<file path="config.mk">
export PLATFORM = sky130hd
export DESIGN_NAME = mem_access_stage
export DESIGN_NICKNAME = d
export VERILOG_FILES = /design/src/rtl/mem_access_stage.sv
export SDC_FILE = /design/constraint.sdc
export NUM_CORES = 1
export LEC_CHECK = 0
export CAP_MARGIN = 40
export CORE_AREA = 2 2 148 150
export CTS_BUF_LIST = sky130_fd_sc_hd__clkbuf_16
export DETAILED_ROUTE_END_ITERATION = 6
export DIE_AREA = 0 0 150 152
export PLACE_DENSITY = 0.73
export SLEW_MARGIN = 20
export SYNTH_ARGS = -nofsm -noshare
export SYNTH_HDL_FRONTEND = slang
export SYNTH_SLANG_ARGS = --single-unit
</file>
<file path="constraint.sdc">
create_clock -name clk -period 3 [get_ports clk]
set_input_delay 0.6 -clock clk [delete_from_list [all_inputs] [get_ports clk]]
set_output_delay 0.6 -clock clk [all_outputs]
set_load 0.005 [all_outputs]
</file>
<file path="src/rtl/mem_access_stage.sv">
// MEM stage: drives a req/ack data memory, resolves branches and
// produces the MEM/WB register, stalling upstream while an access is in flight.
module mem_access_stage #(
    parameter int unsigned MAX_WAIT = 255
) (
    input  logic        clk,
    input  logic        rst,
    input  logic        ex_RegWrite,
    input  logic [1:0]  ex_MemtoReg,
    input  logic        ex_MemRead,
    input  logic        ex_MemWrite,
    input  logic        ex_PCsrc,
    input  logic        ex_zero,
    input  logic [4:0]  ex_w,
    input  logic [31:0] ex_pcp4,
    input  logic [31:0] ex_pc,
    input  logic [31:0] ex_O,
    input  logic [31:0] ex_rdata2,
    output logic        dm_req,
    output logic        dm_we,
    output logic [31:0] dm_addr,
    output logic [31:0] dm_wdata,
    input  logic        dm_ack,
    input  logic [31:0] dm_rdata,
    output logic        stall,
    output logic        branch_taken,
    output logic [31:0] branch_target,
    output logic        wb_RegWrite,
    output logic [1:0]  wb_MemtoReg,
    output logic [4:0]  wb_w,
    output logic [31:0] wb_rdata,
    output logic [31:0] wb_O,
    output logic [31:0] wb_pcp4,
    output logic        mem_err
);

    typedef enum logic [1:0] {IDLE, ACCESS, DONE} state_t;

    localparam logic [7:0] LastCnt = 8'(MAX_WAIT - 1);

    state_t      state_q, state_d;
    logic [7:0]  cnt_q, cnt_d;
    logic [31:0] hold_q, hold_d;
    logic        req_q, req_d;
    logic        we_q, we_d;
    logic [31:0] addr_q, addr_d;
    logic [31:0] wdata_q, wdata_d;
    logic        err_q, err_d;
    logic        wb_rw_q, wb_rw_d;
    logic [1:0]  wb_mtr_q, wb_mtr_d;
    logic [4:0]  wb_w_q, wb_w_d;
    logic [31:0] wb_rdata_q, wb_rdata_d;
    logic [31:0] wb_o_q, wb_o_d;
    logic [31:0] wb_pcp4_q, wb_pcp4_d;

    logic access;
    logic misaligned;

    assign access     = ex_MemRead | ex_MemWrite;
    assign misaligned = |ex_O[1:0];

    assign stall = ((state_q == IDLE) && access) || (state_q == ACCESS);

    assign branch_taken  = ex_PCsrc & ex_zero & (state_q == IDLE) & ~access;
    assign branch_target = ex_pc;

    always_comb begin
        state_d = state_q;
        cnt_d   = cnt_q;
        hold_d  = hold_q;
        req_d   = req_q;
        we_d    = we_q;
        addr_d  = addr_q;
        wdata_d = wdata_q;
        err_d   = err_q;
        unique case (state_q)
            IDLE: begin
                if (access && misaligned) begin
                    err_d   = 1'b1;
                    hold_d  = '0;
                    state_d = DONE;
                end else if (access) begin
                    addr_d  = ex_O;
                    wdata_d = ex_rdata2;
                    we_d    = ex_MemWrite;
                    req_d   = 1'b1;
                    cnt_d   = '0;
                    state_d = ACCESS;
                end
            end
            ACCESS: begin
                if (dm_ack) begin
                    hold_d  = dm_rdata;
                    req_d   = 1'b0;
                    cnt_d   = '0;
                    state_d = DONE;
                end else if (cnt_q == LastCnt) begin
                    // watchdog: give up and let the pipeline move on
                    err_d   = 1'b1;
                    hold_d  = '0;
                    req_d   = 1'b0;
                    cnt_d   = '0;
                    state_d = DONE;
                end else begin
                    cnt_d = cnt_q + 8'd1;
                end
            end
            DONE: begin
                state_d = IDLE;
            end
            default: begin
                state_d = IDLE;
            end
        endcase
    end

    always_comb begin
        wb_rw_d    = wb_rw_q;
        wb_mtr_d   = wb_mtr_q;
        wb_w_d     = wb_w_q;
        wb_rdata_d = wb_rdata_q;
        wb_o_d     = wb_o_q;
        wb_pcp4_d  = wb_pcp4_q;
        if (stall) begin
            wb_rw_d = 1'b0;
        end else begin
            wb_rw_d    = ex_RegWrite;
            wb_mtr_d   = ex_MemtoReg;
            wb_w_d     = ex_w;
            wb_o_d     = ex_O;
            wb_pcp4_d  = ex_pcp4;
            wb_rdata_d = (state_q == DONE) ? hold_q : 32'd0;
        end
    end

    always_ff @(posedge clk) begin
        if (rst) begin
            state_q    <= IDLE;
            cnt_q      <= '0;
            hold_q     <= '0;
            req_q      <= 1'b0;
            we_q       <= 1'b0;
            addr_q     <= '0;
            wdata_q    <= '0;
            err_q      <= 1'b0;
            wb_rw_q    <= 1'b0;
            wb_mtr_q   <= '0;
            wb_w_q     <= '0;
            wb_rdata_q <= '0;
            wb_o_q     <= '0;
            wb_pcp4_q  <= '0;
        end else begin
            state_q    <= state_d;
            cnt_q      <= cnt_d;
            hold_q     <= hold_d;
            req_q      <= req_d;
            we_q       <= we_d;
            addr_q     <= addr_d;
            wdata_q    <= wdata_d;
            err_q      <= err_d;
            wb_rw_q    <= wb_rw_d;
            wb_mtr_q   <= wb_mtr_d;
            wb_w_q     <= wb_w_d;
            wb_rdata_q <= wb_rdata_d;
            wb_o_q     <= wb_o_d;
            wb_pcp4_q  <= wb_pcp4_d;
        end
    end

    assign dm_req      = req_q;
    assign dm_we       = we_q;
    assign dm_addr     = addr_q;
    assign dm_wdata    = wdata_q;
    assign mem_err     = err_q;
    assign wb_RegWrite = wb_rw_q;
    assign wb_MemtoReg = wb_mtr_q;
    assign wb_w        = wb_w_q;
    assign wb_rdata    = wb_rdata_q;
    assign wb_O        = wb_o_q;
    assign wb_pcp4     = wb_pcp4_q;

endmodule

</file>
# --- Word-level counts from Yosys, hierarchy flattened ---
# Index checks and enable logic that the tools add are counted.
# Widths: inputs -> output; s select.
word_totals:
  ff_bits: 213
  out_inout_bits: 205
  input_bits: 175
  wordCells: 68
classes:
  n_eq_ne: 10
  bitwise_logic: 6
  mux: 24
  reduce_logical: 13
  addsub: 1
op_table:
  columns: ["cell", "n"]
  rows:
  - ["$mux 32", 4]
  - ["$pmux 32 s2", 1]
  - ["$mux 8", 4]
  - ["$pmux 8 s2", 1]
  - ["$reduce_and 3->1", 3]
  - ["$add 8x1->8 const B", 1]
  - ["$eq 8x8->1 const B", 1]
  - ["$mux 2", 4]
  - ["$reduce_and 4->1", 2]
  - ["$mux 1", 7]
  - ["$ne 2x2->1 const B", 3]
  - ["$ne 3x2->1 const B", 2]
  - ["$ne 2x1->1 const B", 2]
  - ["$pmux 1 s2", 2]
  - ["$pmux 2 s2", 1]
  - ["$reduce_or 2->1", 2]
  - ["$and 1x1->1", 3]
  - ["$eq 2x1->1 const B", 1]
  - ["$eq 2x2->1 const B", 1]
  - ["$logic_and 1x1->1", 2]
  - ["$logic_not 2->1", 1]
  - ["$not 1->1", 2]
  - ["$reduce_and 2->1", 1]
  - ["$reduce_bool 2->1", 1]
  - ["2 further kinds", 2]

# --- Longest topological paths before layout ---
# Gate-level depths: netlist of the first run.
logic_depth:
  word_depth: 4
  depth_mapped: 8
  ltp_nobuf: 6

# --- Least setup slack after synthesis of the first run ---
# Ideal clock, no wire load.
synth_path:
  path_type: "input -> output"
  from: "in ex_MemWrite"
  to: "out stall"
  t_required_ns: 2.400
  path_stages: 5
  arrival_ns: 1.399
  setup_slack_ns: 1.001
  n_path_buf: 2
  cell_sequence: "or2_1 > buf_2 > o21ai_4 > inv_2 > clkbuf_1"
synth_between:
  elab_chain_len: 3
synth_lines:
  columns: ["element", "line", "source"]
  rows:
  - ["start, declared", "11", "input logic ex_MemWrite,"]
  - ["$or 1x1->1", "59", "assign access = ex_MemRead | ex_MemWrite;"]
  - ["$logic_and 1x1->1", "62", "assign stall = ((state_q == IDLE) && access) || (state_q == ACCESS);"]
  - ["$logic_or 1x1->1", "62", null]
  - ["end, declared", "25", "output logic stall,"]
# Every way passes these cells.

# --- Worst setup path after layout of the first run ---
# Same ends and word-level chain as after synthesis.

==> metrics.log, run 1 <==
INFO  metric run_status = finished, final reports clean
INFO  metric vias = 6880
INFO  metric wire_per_inst = roughly 16 µm
INFO  metric final.fill_count = between 1500 and 2000
INFO  metric max_clock_buf_depth = 3
INFO  metric worst_hold_path.endpoint = wb_O[14]
INFO  metric worstRegToRegCells = 5
INFO  metric most-common-layout-cells = 314 x clkdlybuf4s50_1, 271 x nand2_1, 213 x dfxtp_1
INFO  metric drc = 0
INFO  metric cts_tree = done
INFO  metric number_of_placed_instances_taps_included = about 1400
INFO  metric cap_violations = 0
INFO  metric critical_path.max_fanout = 3
INFO  metric syn-instance-count = between 800 and 900
INFO  metric yosys_register_bits = approximately 210
INFO  metric critical_path_required_time = roughly 2.4 ns
INFO  metric cts_made_buffers = 23
INFO  metric area_added_between_synthesis_and_finish = 50.61%
INFO  metric hold_removal_path_class = reg2reg
INFO  metric vias_in_the_first_global_route = roughly 6500
INFO  metric placementRows = 54
INFO  metric htreeDepth = 1
INFO  metric layout_setup_ws = between 0.2 and 0.3 ns
INFO  metric finalCriticalPeriod = roughly 2.7 ns
INFO  metric synth_fa_ha_area_share = 0.3331%
INFO  metric cts_root_buffer = clkbuf_16
INFO  metric achievable-frequency = 0.3647 GHz
INFO  metric yosys.area_share.xor_xnor = 0%
INFO  metric detailed_place_hpwl = 15410 µm
INFO  metric startpoint_type = primary input
INFO  metric post_cts_resize_count = 0
INFO  metric timing.final.setup_violations = 0
INFO  metric n_antenna_cell = 0
INFO  metric synth.cell_area = approximately 0.0075 mm²
INFO  metric instances_no_fill = ~1400
INFO  metric power.net_switching = 0.001556 W
INFO  metric criticalPathCategory = in2out
INFO  metric first_iter_violations = between 300 and 400
INFO  metric rsz0062_at_grt = false
INFO  metric combinationalPowerShare = 13.2%
INFO  metric yosys.area_share.simple = between 10% and 20%
INFO  metric worst_ir_drop_vdd = between 0.3 and 0.4 mV
INFO  metric synthMuxAreaShare = 0%
INFO  metric timing.final.max_slew_violations = 0
INFO  metric pre_cts_ws = approximately 0.23 ns
INFO  metric syn-mean-instance-area = 8.587 µm²
INFO  metric rr_startpoint = state_q[1]
INFO  metric worst_slew_pin_slew = 0.8242 ns
INFO  metric initial_antenna_violation_count = 0
INFO  metric layout_commonest_cell = clkdlybuf4s50_1
INFO  metric ff2ff_setup_slack = 1.18 ns
INFO  metric timing.clock.skew = approximately 0.016 ns
INFO  metric grt_max_degree = approximately 100
INFO  metric postRouteWirelength = around 23000 µm
INFO  metric min_delay_path_depth = 2
INFO  metric holdCritStartpoint = wb_O[14]
INFO  metric die_x = around 150 µm
INFO  metric cts.reportedPaths.clkPinSlew = around 0.050 ns
INFO  metric wire_length_of_the_first_global_routing_pass = 35450 µm
INFO  metric placer_s_final_routability_congestion_estimate = between 0.7 and 0.8
INFO  metric power_frac_seq = 46.9%
INFO  metric netlist.top_cell.by_area = dfxtp_1
INFO  metric sw_frac_of_total = between 20 and 25%
INFO  metric synth_top_family_by_area = compound AO/OA/AOI/OAI gates
INFO  metric power_frac_clock = 39.9%
INFO  metric fin_total_pwr = ~0.0064 W
INFO  metric post_cts_hold_buffer_count = 0
INFO  metric ioPinCount = 380
INFO  metric slew_headroom = a little under half
INFO  metric p_per_area = around 570 mW/mm²
INFO  metric numClockSinks = ~210
INFO  metric design.final.nets = roughly 1300
INFO  metric die_area = between 0.02 and 0.025 mm²
INFO  metric r2r_end = wb_pcp4[25]
INFO  metric worst_skew_pair.late_latency = 0.51 ns
INFO  metric place.port_buffers = 315
INFO  metric yosysTopAreaCellShare = 56.75%
INFO  metric fin_util = a little over half
INFO  metric avgViaCountPerCell = roughly 4.8
INFO  metric post_route_cells_drive_above_1_share = approximately 4.3%
INFO  metric ys.warnings.count = 0
INFO  metric synth-compound-area-share = a little under a fifth
INFO  metric synth.top_cells.by_area = dfxtp_1 57%, nand2_1 14%, a21oi_1 9.7%
INFO  metric p_int = approximately 0.005 W
INFO  metric worst_ep_arrival_time = approximately 2.1 ns
INFO  metric fp.dieH = between 150 and 200 µm
INFO  metric fin_tns_setup = 0 ns
INFO  metric final_hold_viol_count = 0
INFO  metric coreArea = 0.02135 mm²
INFO  metric layout_worst_path_cycle_share = between 90% and 100%
INFO  metric static-leakage-power = 4.096 nW
INFO  metric synth_fp_nets = around 1100
INFO  metric crit_path_end_kind = primary output
INFO  metric floorplan.initialDensity = around a third
INFO  metric yosysSeqAreaShare = 56.75%
INFO  metric post-cts-setup-buffer-count = 0
INFO  metric ys_types = 30
INFO  metric total_global_routing_track_utilization = 19.20%
INFO  metric pre_repair_dr_iteration_count = 4
INFO  metric ant_nets = 0
INFO  metric globalRoute.totalOverflow = 0
## layout make-up
type / count / area [µm²] / area share, %
sequential: 213 / 4264 / 37.68
timing repair buffer: 328 / 3289 / 29.07
multi-input combinational: 561 / 2723 / 24.06
clock buffer: 23 / 575.6 / 5.086
tap: 280 / 350.3 / 3.096
clock inverter: 16 / 93.84 / 0.8293
inverter: 5 / 20.02 / 0.1769
## power groups by stage
stage	sequential, W	clock, W	combinational, W
3_3_place_gp	0.00307	0	0.000847
4_1_cts	0.00301	0.00263	0.000859
3_5_place_dp	0.00307	0	0.000855
5_1_grt	0.00303	0.00275	0.000920
2_1_floorplan	0.00308	0	0.000349
6_report	0.00301	0.00257	0.000847
## metal layers
| metal | vias up | track usage, % | wire (µm) | share of wire (%) |
|---|---|---|---|---|
| met5 | - | 0 | 0 | 0 |
| met2 | 261 | 31.38 | 10690 | 47 |
| li1 | 3404 | - | - | - |
| met4 | 0 | 7.682 | 876 | 3.8 |
| met3 | 59 | 6.967 | 2244 | 9.8 |
| met1 | 3156 | 22.83 | 9131 | 40 |
## through the flow
stage | instance area, µm² | hold slack, ns
final | 11320 | 0.4481
after global routing | 11320 | 0.4647
after CTS | 11320 | 0.4411
after detailed placement | 10650 | 0.4430
after global placement | 10650 | 0.4363
after floorplan | 7513 | 0.4431
## flip-flops by register name, summed over array words and instances (netlist names), 5 cells and up
| register | count |
|---|---|
| cnt_q | 8 |
| dm_addr | 32 |
| dm_wdata | 32 |
| hold_q | 32 |
| wb_O | 32 |
| wb_pcp4 | 32 |
| wb_rdata | 32 |
| wb_w | 5 |
## logic make-up after synthesis
logic type,after synthesis
fa+ha+maj,2
flops,213
simple gates,332
compound gates,227
buf+inv,101
## worst max path at each step
stage / start / endpoint / cells after the start
detailed placement: ex_MemWrite / stall / 5
CTS: ex_MemWrite / stall / 5
finish: ex_MemWrite / stall / 5
floorplan: ex_MemWrite / stall / 5
global placement: ex_MemWrite / stall / 5
global route: ex_MemWrite / stall / 5
## cell usage after synthesis, drive strengths merged
library cell and n:
buf 65, o21ai 5, a21oi 146, nor2b 2
o22ai 1, and3 5, nand4 3, inv 5
a31o 1, ha 2, or2 1, a22oi 32
nor2 38, o211ai 1, or4 4, or3 3
nand2 271, nand3 4, clkbuf 31, and4 1
dfxtp 213, o21bai 1, a21o 1, a311oi 1
o31ai 6, a22o 32
## worst max-delay path, stage by stage
cell             delay, ns
clkdlybuf4s50_1       0.44
or2_1                 0.29
o21ai_4               0.15
clkinv_2              0.11
clkdlybuf4s50_1       0.55
(Power assumes the default switching activity.)
==> inputs of run 2 (changes only) <==
- CELL_PAD_IN_SITES_DETAIL_PLACEMENT: default -> 2
- CELL_PAD_IN_SITES_GLOBAL_PLACEMENT: default -> 2
- CORE_AREA: 2 2 148 150 -> default
- CORE_ASPECT_RATIO: default -> 0.9
- CORE_MARGIN: default -> 1
- CORE_UTILIZATION: default -> 23
- DIE_AREA: 0 0 150 152 -> default
- HOLD_SLACK_MARGIN: default -> 0.02
- PLACE_DENSITY: 0.73 -> default
- PLACE_DENSITY_LB_ADDON: default -> 0.1
==> run 2 against run 1 <==
Highest routed layer unchanged. First-iteration DRC count down 21%. Combinational power up 8.1%. Count of clock-buffer cells in the layout up 4. Critical path depth unchanged. The run now ends with design-rule violations left. Largest power group unchanged. Clock power up 14%.
==> metrics.log, run 2 (synthesized netlist as in run 1, its figures left out) <==
INFO  metric run_status = complete, but fails checks
INFO  metric violations_in_the_final_reports = design-rule violations
INFO  metric p_per_area = around 580 mW/mm²
INFO  metric timing.final.max_slew_violations = 0
INFO  metric critical_path_buf_inv_count = 3
INFO  metric timing.final.setup_violations = 0
INFO  metric startpoint_type = primary input
INFO  metric finalCriticalPeriod = approximately 2.8 ns
INFO  metric pre_repair_dr_iteration_count = 6
INFO  metric sw_frac_of_total = approximately a quarter
INFO  metric cap_violations = 0
INFO  metric wire_length_of_the_first_global_routing_pass = between 40000 and 50000 µm
INFO  metric crit_path_cell_trace = clkdlybuf4s50_1, or2_1, o21ai_4, clkinv_2, clkdlybuf4s50_1
INFO  metric rsz0062_at_grt = false
INFO  metric grt_max_degree = 104
INFO  metric number_of_placed_instances_taps_included = 1531
INFO  metric post_cts_hold_buffer_count = 0
INFO  metric vias_in_the_first_global_route = around 7500
INFO  metric layout_worst_path_cycle_share = a little over nine tenths
INFO  metric cts_tree = done
INFO  metric final_hold_viol_count = 0
INFO  metric ioPinCount = between 300 and 400
INFO  metric floorplan.initialDensity = between 20% and 30%
INFO  metric worst_slew_pin_slew = 0.5129 ns
INFO  metric power_frac_clock = 42.6%
INFO  metric slew_headroom = about two thirds
INFO  metric fp.dieH = between 150 and 200 µm
INFO  metric final.fill_count = ~3500
INFO  metric total_global_routing_track_utilization = 16.75%
INFO  metric globalRoute.totalOverflow = 0
INFO  metric design.final.nets = 1320
INFO  metric cts_made_buffers = 26
INFO  metric crit_path_max_incr_delay = 0.51 ns
INFO  metric layout_commonest_cell = clkdlybuf4s50_1
INFO  metric worst_ir_drop_vdd = just under 0.4 mV
INFO  metric avgViaCountPerCell = ~4.5
INFO  metric instances_no_fill = 1576
INFO  metric coreArea = ~0.032 mm²
INFO  metric critical_path_required_time = around 2.4 ns
INFO  metric initial_antenna_violation_count = 1
INFO  metric area_added_between_synthesis_and_finish = 56.42%
INFO  metric post_cts_resize_count = 0
INFO  metric cts_root_buffer = clkbuf_16
INFO  metric ant_nets = 0
INFO  metric timing.clock.skew = approximately 0.013 ns
INFO  metric fin_tns_setup = 0 ns
INFO  metric most-common-layout-cells = 314 x clkdlybuf4s50_1, 271 x nand2_1, 213 x dfxtp_1
INFO  metric critical_path.max_fanout = 4
INFO  metric worst_ep_arrival_time = between 2 and 2.5 ns
INFO  metric worst_path_max_delay_cell = clkdlybuf4s50_1
INFO  metric max_clock_buf_depth = 3
INFO  metric die_area = between 0.03 and 0.04 mm²
INFO  metric numClockSinks = 213
INFO  metric first_iter_violations = between 200 and 300
INFO  metric detailed_place_hpwl = slightly below 20000 µm
INFO  metric crit_path_end_kind = primary output
INFO  metric worst_skew_pair.late_latency = 0.53 ns
INFO  metric place.port_buffers = 315
INFO  metric cts.reportedPaths.clkPinSlew = around 0.060 ns
INFO  metric placementRows = 62
INFO  metric die_x = ~190 µm
INFO  metric placer_s_final_routability_congestion_estimate = ~0.72
INFO  metric combinationalPowerShare = between 10% and 20%
INFO  metric drc = 56
INFO  metric htreeDepth = 1
INFO  metric power_frac_seq = 44.0%
INFO  metric post-cts-setup-buffer-count = 0
INFO  metric wire_per_inst = roughly 18 µm
INFO  metric postRouteWirelength = roughly 29000 µm
INFO  metric post_route_cells_drive_above_1_share = 5.695%
INFO  metric achievable-frequency = roughly 0.35 GHz
INFO  metric hold_removal_path_class = in2reg
INFO  metric static-leakage-power = 4.224 nW
INFO  metric vias = a little over 7000
INFO  metric p_int = 0.005126 W
INFO  metric power.net_switching = roughly 0.0017 W
INFO  metric cpLargestDelayFamily = buffers and inverters
INFO  metric criticalPathCategory = in2out
INFO  metric critical-path-top-cell-by-count = clkdlybuf4s50_1
-- run 2: routing by layer --
| metal | up-vias | track usage [%] | part of all wire [%] |
|---|---|---|---|
| li1 | 3427 | - | - |
| met1 | 3438 | 22.07 | 46 |
| met2 | 211 | 27.02 | 45 |
| met3 | 37 | 4.231 | 6.7 |
| met4 | 0 | 4.429 | 2.3 |
| met5 | - | 0 | 0 |
-- run 2: cell type report --
type	count	area [µm²]	area share [%]
Sequential cell	213	4264	36.28
Timing Repair Buffer	336	3445	29.31
Multi-Input combinational cell	561	2723	23.17
Clock buffer	27	675.6	5.749
Tap cell	416	520.5	4.429
Clock inverter	17	102.6	0.8730
Inverter	5	20.02	0.1703
Antenna cell	1	2.502	0.02129
-- run 2: worst paths after layout --
check                           slack (ns)           end       start  cells after the start
worst max-delay path                  0.15         stall  ex_MemRead                      5
worst min-delay path                  0.42  wb_rdata[12]         rst                      2
worst max register to register        1.12  dm_wdata[11]  state_q[1]                      5
worst min register to register        0.45      wb_O[16]    wb_O[16]                      2
-- run 2: power by group through the flow --
| stage | Sequential [W] | Clock, W | Combinational (W) |
|---|---|---|---|
| global placement | 0.00307 | 0 | 0.000918 |
| global route | 0.00303 | 0.00314 | 0.00100 |
| detailed placement | 0.00308 | 0 | 0.000937 |
| floorplan | 0.00308 | 0 | 0.000349 |
| CTS | 0.00301 | 0.00304 | 0.000941 |
| finish | 0.00301 | 0.00292 | 0.000916 |
-- run 2: stage by stage --
stage	util (%)	setup WS, ns	hold WS, ns	instance area (µm²)	power, W
finish	36.68	0.1530	0.4174	11750	0.006847
global route	36.68	0.09005	0.4192	11750	0.007167
CTS	36.68	0.1165	0.4060	11750	0.006995
detailed placement	34.25	0.1237	0.4462	10970	0.004013
global placement	34.16	0.1425	0.4378	10940	0.003988
floorplan	-	1.001	0.4431	7513	0.003428
==> inputs of run 3 (changes only) <==
- SETUP_SLACK_MARGIN: default -> 0.1
==> run 3 against run 2 <==
The run still ends with design-rule violations left. Worst setup slack gained 0.12 ns. Critical path depth did not move. Fmax rose by 4.5%. Sequential share of layout area hardly changed. Sequential cell count unchanged. Count of clock-buffer cells in the layout did not move. Global-route usage did not move. Largest power group unchanged. Largest cell class unchanged. Via count did not move. Register-to-register slack about the same. Routed wire length stayed put. Sequential power is essentially flat. First-iteration DRC count did not move.
==> metrics.log, run 3 (synthesized netlist as in run 1, its figures left out) <==
INFO  metric gr-usage-met3 = 4.231%
INFO  metric post_cts_hold_buffer_count = 0
INFO  metric layout_worst_path_cycle_share = 90.82%
INFO  metric p_int = between 0.005 and 0.006 W
INFO  metric placement.cell_area = about 0.011 mm²
INFO  metric critical-path-top-cell-by-count = clkdlybuf4s50_1
INFO  metric drc = 56
INFO  metric vias = approximately 7100
INFO  metric initial_antenna_violation_count = 1
INFO  metric wire_length_of_the_first_global_routing_pass = 43870 µm
INFO  metric worst_ep_arrival_time = 2.12 ns
INFO  metric cts_root_buffer = clkbuf_16
INFO  metric fp.dieH = 173.5 µm
INFO  metric critical_path.max_fanout = 4
INFO  metric global_route.usage.met1 = between 20% and 30%
INFO  metric post-cts-setup-buffer-count = 0
INFO  metric worst_ir_drop_vdd = a little under 0.4 mV
INFO  metric fin_util = 36.69%
INFO  metric cts_tree = done
INFO  metric coreArea = about 0.032 mm²
INFO  metric power_frac_clock = between 40% and 50%
INFO  metric area_added_between_synthesis_and_finish = 56.45%
INFO  metric criticalPathCategory = in2out
INFO  metric design.final.nets = about 1300
INFO  metric postRouteWirelength = 28710 µm
INFO  metric static-leakage-power = between 4 and 5 nW
INFO  metric cpLargestDelayFamily = buffers and inverters
INFO  metric fin_tns_setup = 0 ns
INFO  metric cap_violations = 0
INFO  metric achievable-frequency = approximately 0.37 GHz
INFO  metric worst_skew_pair.late_latency = 0.53 ns
INFO  metric hold_removal_path_class = in2reg
INFO  metric met2_usage = between 20% and 30%
INFO  metric grt_max_degree = 104
INFO  metric sw_frac_of_total = 25.13%
INFO  metric die_area = about 0.033 mm²
INFO  metric globalRoute.busiestLayer = met2
INFO  metric place.port_buffers = roughly 320
INFO  metric ant_nets = 0
INFO  metric power_frac_seq = between 40% and 50%
INFO  metric crit_path_max_incr_delay = 0.51 ns
INFO  metric cts_made_buffers = 26
INFO  metric htreeDepth = 1
INFO  metric crit_path_cell_trace = clkdlybuf4s50_1, or2_4, o21ai_4, clkinv_2, clkdlybuf4s50_1
INFO  metric combinationalPowerShare = a little over an eighth
INFO  metric placementRows = 62
INFO  metric ff2ff_setup_slack = between 1 and 1.5 ns
INFO  metric timing.final.setup_violations = 0
INFO  metric design_area = 0.01176 mm²
INFO  metric first_iter_violations = between 200 and 300
INFO  metric detailed_place_hpwl = 19590 µm
INFO  metric globalRoute.totalOverflow = 0
INFO  metric most-common-layout-cells = 314 x clkdlybuf4s50_1, 271 x nand2_1, 213 x dfxtp_1
INFO  metric timing.final.max_slew_violations = 0
INFO  metric cts.reportedPaths.clkPinSlew = approximately 0.060 ns
INFO  metric total_area_of_sequential_cells = 0.004264 mm²
INFO  metric min_delay_path_depth = 2
INFO  metric critical_path_buf_inv_count = 3
INFO  metric post_route_cells_drive_above_1_share = 5.781%
INFO  metric startpoint_type = primary input
INFO  metric violations_in_the_final_reports = design-rule violations
INFO  metric power.net_switching = around 0.0017 W
INFO  metric slew_headroom = 65.79%
INFO  metric r2r_end = dm_wdata[11]
INFO  metric critical_path_required_time = 2.40 ns
INFO  metric vias_in_the_first_global_route = roughly 7500
INFO  metric avgViaCountPerCell = ~4.5
INFO  metric ioPinCount = 380
INFO  metric worst_path_max_delay_cell = clkdlybuf4s50_1
INFO  metric wire_per_inst = 18.22 µm
INFO  metric timing.clock.skew = roughly 0.013 ns
INFO  metric total_global_routing_track_utilization = approximately 17%
INFO  metric multi_input_comb_area = 0.002725 mm²
INFO  metric floorplan.initialDensity = 23.45%
INFO  metric crit_path_end_kind = primary output
INFO  metric placer_s_final_routability_congestion_estimate = 0.7172
INFO  metric layout_commonest_cell = clkdlybuf4s50_1
INFO  metric rsz0062_at_grt = false
INFO  metric worst_slew_pin_slew = 0.5132 ns
INFO  metric rr_startpoint = state_q[1]
INFO  metric final_hold_viol_count = 0
INFO  metric worst_hold_path.endpoint = wb_rdata[12]
INFO  metric worstRegToRegCells = 5
INFO  metric numClockSinks = approximately 210
INFO  metric final.fill_count = between 3000 and 4000
INFO  metric max_clock_buf_depth = 3
INFO  metric holdCritStartpoint = rst
INFO  metric run_status = complete, but fails checks
INFO  metric p_per_area = 582.6 mW/mm²
INFO  metric finalCriticalPeriod = around 2.7 ns
INFO  metric pre_repair_dr_iteration_count = 6
INFO  metric die_x = a little under 200 µm
[run 3: changes by cell type in the layout (fill, tap and decap cells not counted)]
| cell | previous run | this run |
|---|---|---|
| or2_1 | 1 | 0 |
| or2_4 | 0 | 1 |
[run 3: what timing repair did]
action	in CTS	in global routing
gates resized for setup	0	1
hold endpoints to repair	0	0
setup endpoints to repair	0	1
[run 3: metal layers]
metal	wire length, µm	up-vias
met2	13050	211
li1	-	3427
met5	0	-
met1	13070	3438
met4	665	0
met3	1926	37
[run 3: worst max-delay path by stage]
stage                    to  depth (start not counted)   startpoint  slack, ns
3_5_place_dp          stall                          5  ex_MemWrite       0.12
3_3_place_gp          stall                          5  ex_MemWrite       0.14
2_1_floorplan         stall                          5  ex_MemWrite       1.00
4_1_cts               stall                          5  ex_MemWrite       0.12
5_1_grt        branch_taken                          4   state_q[1]       0.21
6_report              stall                          5  ex_MemWrite       0.28
[run 3: final cells by class]
class	count	share of cell area [%]
inverter	5	0.1703
tap	416	4.428
clock inverter	17	0.8728
timing repair buffer	336	29.30
sequential	213	36.27
multi-input combinational	561	23.18
clock buffer	27	5.748
antenna	1	0.02129
[run 3: power groups by stage]
stage | Clock, W | Combinational (W) | Sequential (W)
after global placement | 0 | 0.000918 | 0.00307
after floorplan | 0 | 0.000349 | 0.00308
after detailed placement | 0 | 0.000937 | 0.00308
final | 0.00292 | 0.000916 | 0.00301
after global routing | 0.00314 | 0.00101 | 0.00303
after CTS | 0.00304 | 0.000941 | 0.00301
[run 3: worst reg2reg max path, cell delays in order, from the launching register on]
cell	delay (ns)
dfxtp_1	0.38
nor2_1	0.39
nand3_2	0.45
buf_12	0.33
nand2_1	0.12
a21oi_1	0.06
[run 3: through the flow]
step	total power (W)	setup WS (ns)	instances	hold slack [ns]
2_1_floorplan	0.003428	1.001	875	0.4431
3_3_place_gp	0.003988	0.1425	1530	0.4378
3_5_place_dp	0.004013	0.1237	1531	0.4462
4_1_cts	0.006995	0.1165	1575	0.4060
6_report	0.006848	0.2754	1576	0.4174
5_1_grt	0.007168	0.2127	1576	0.4192
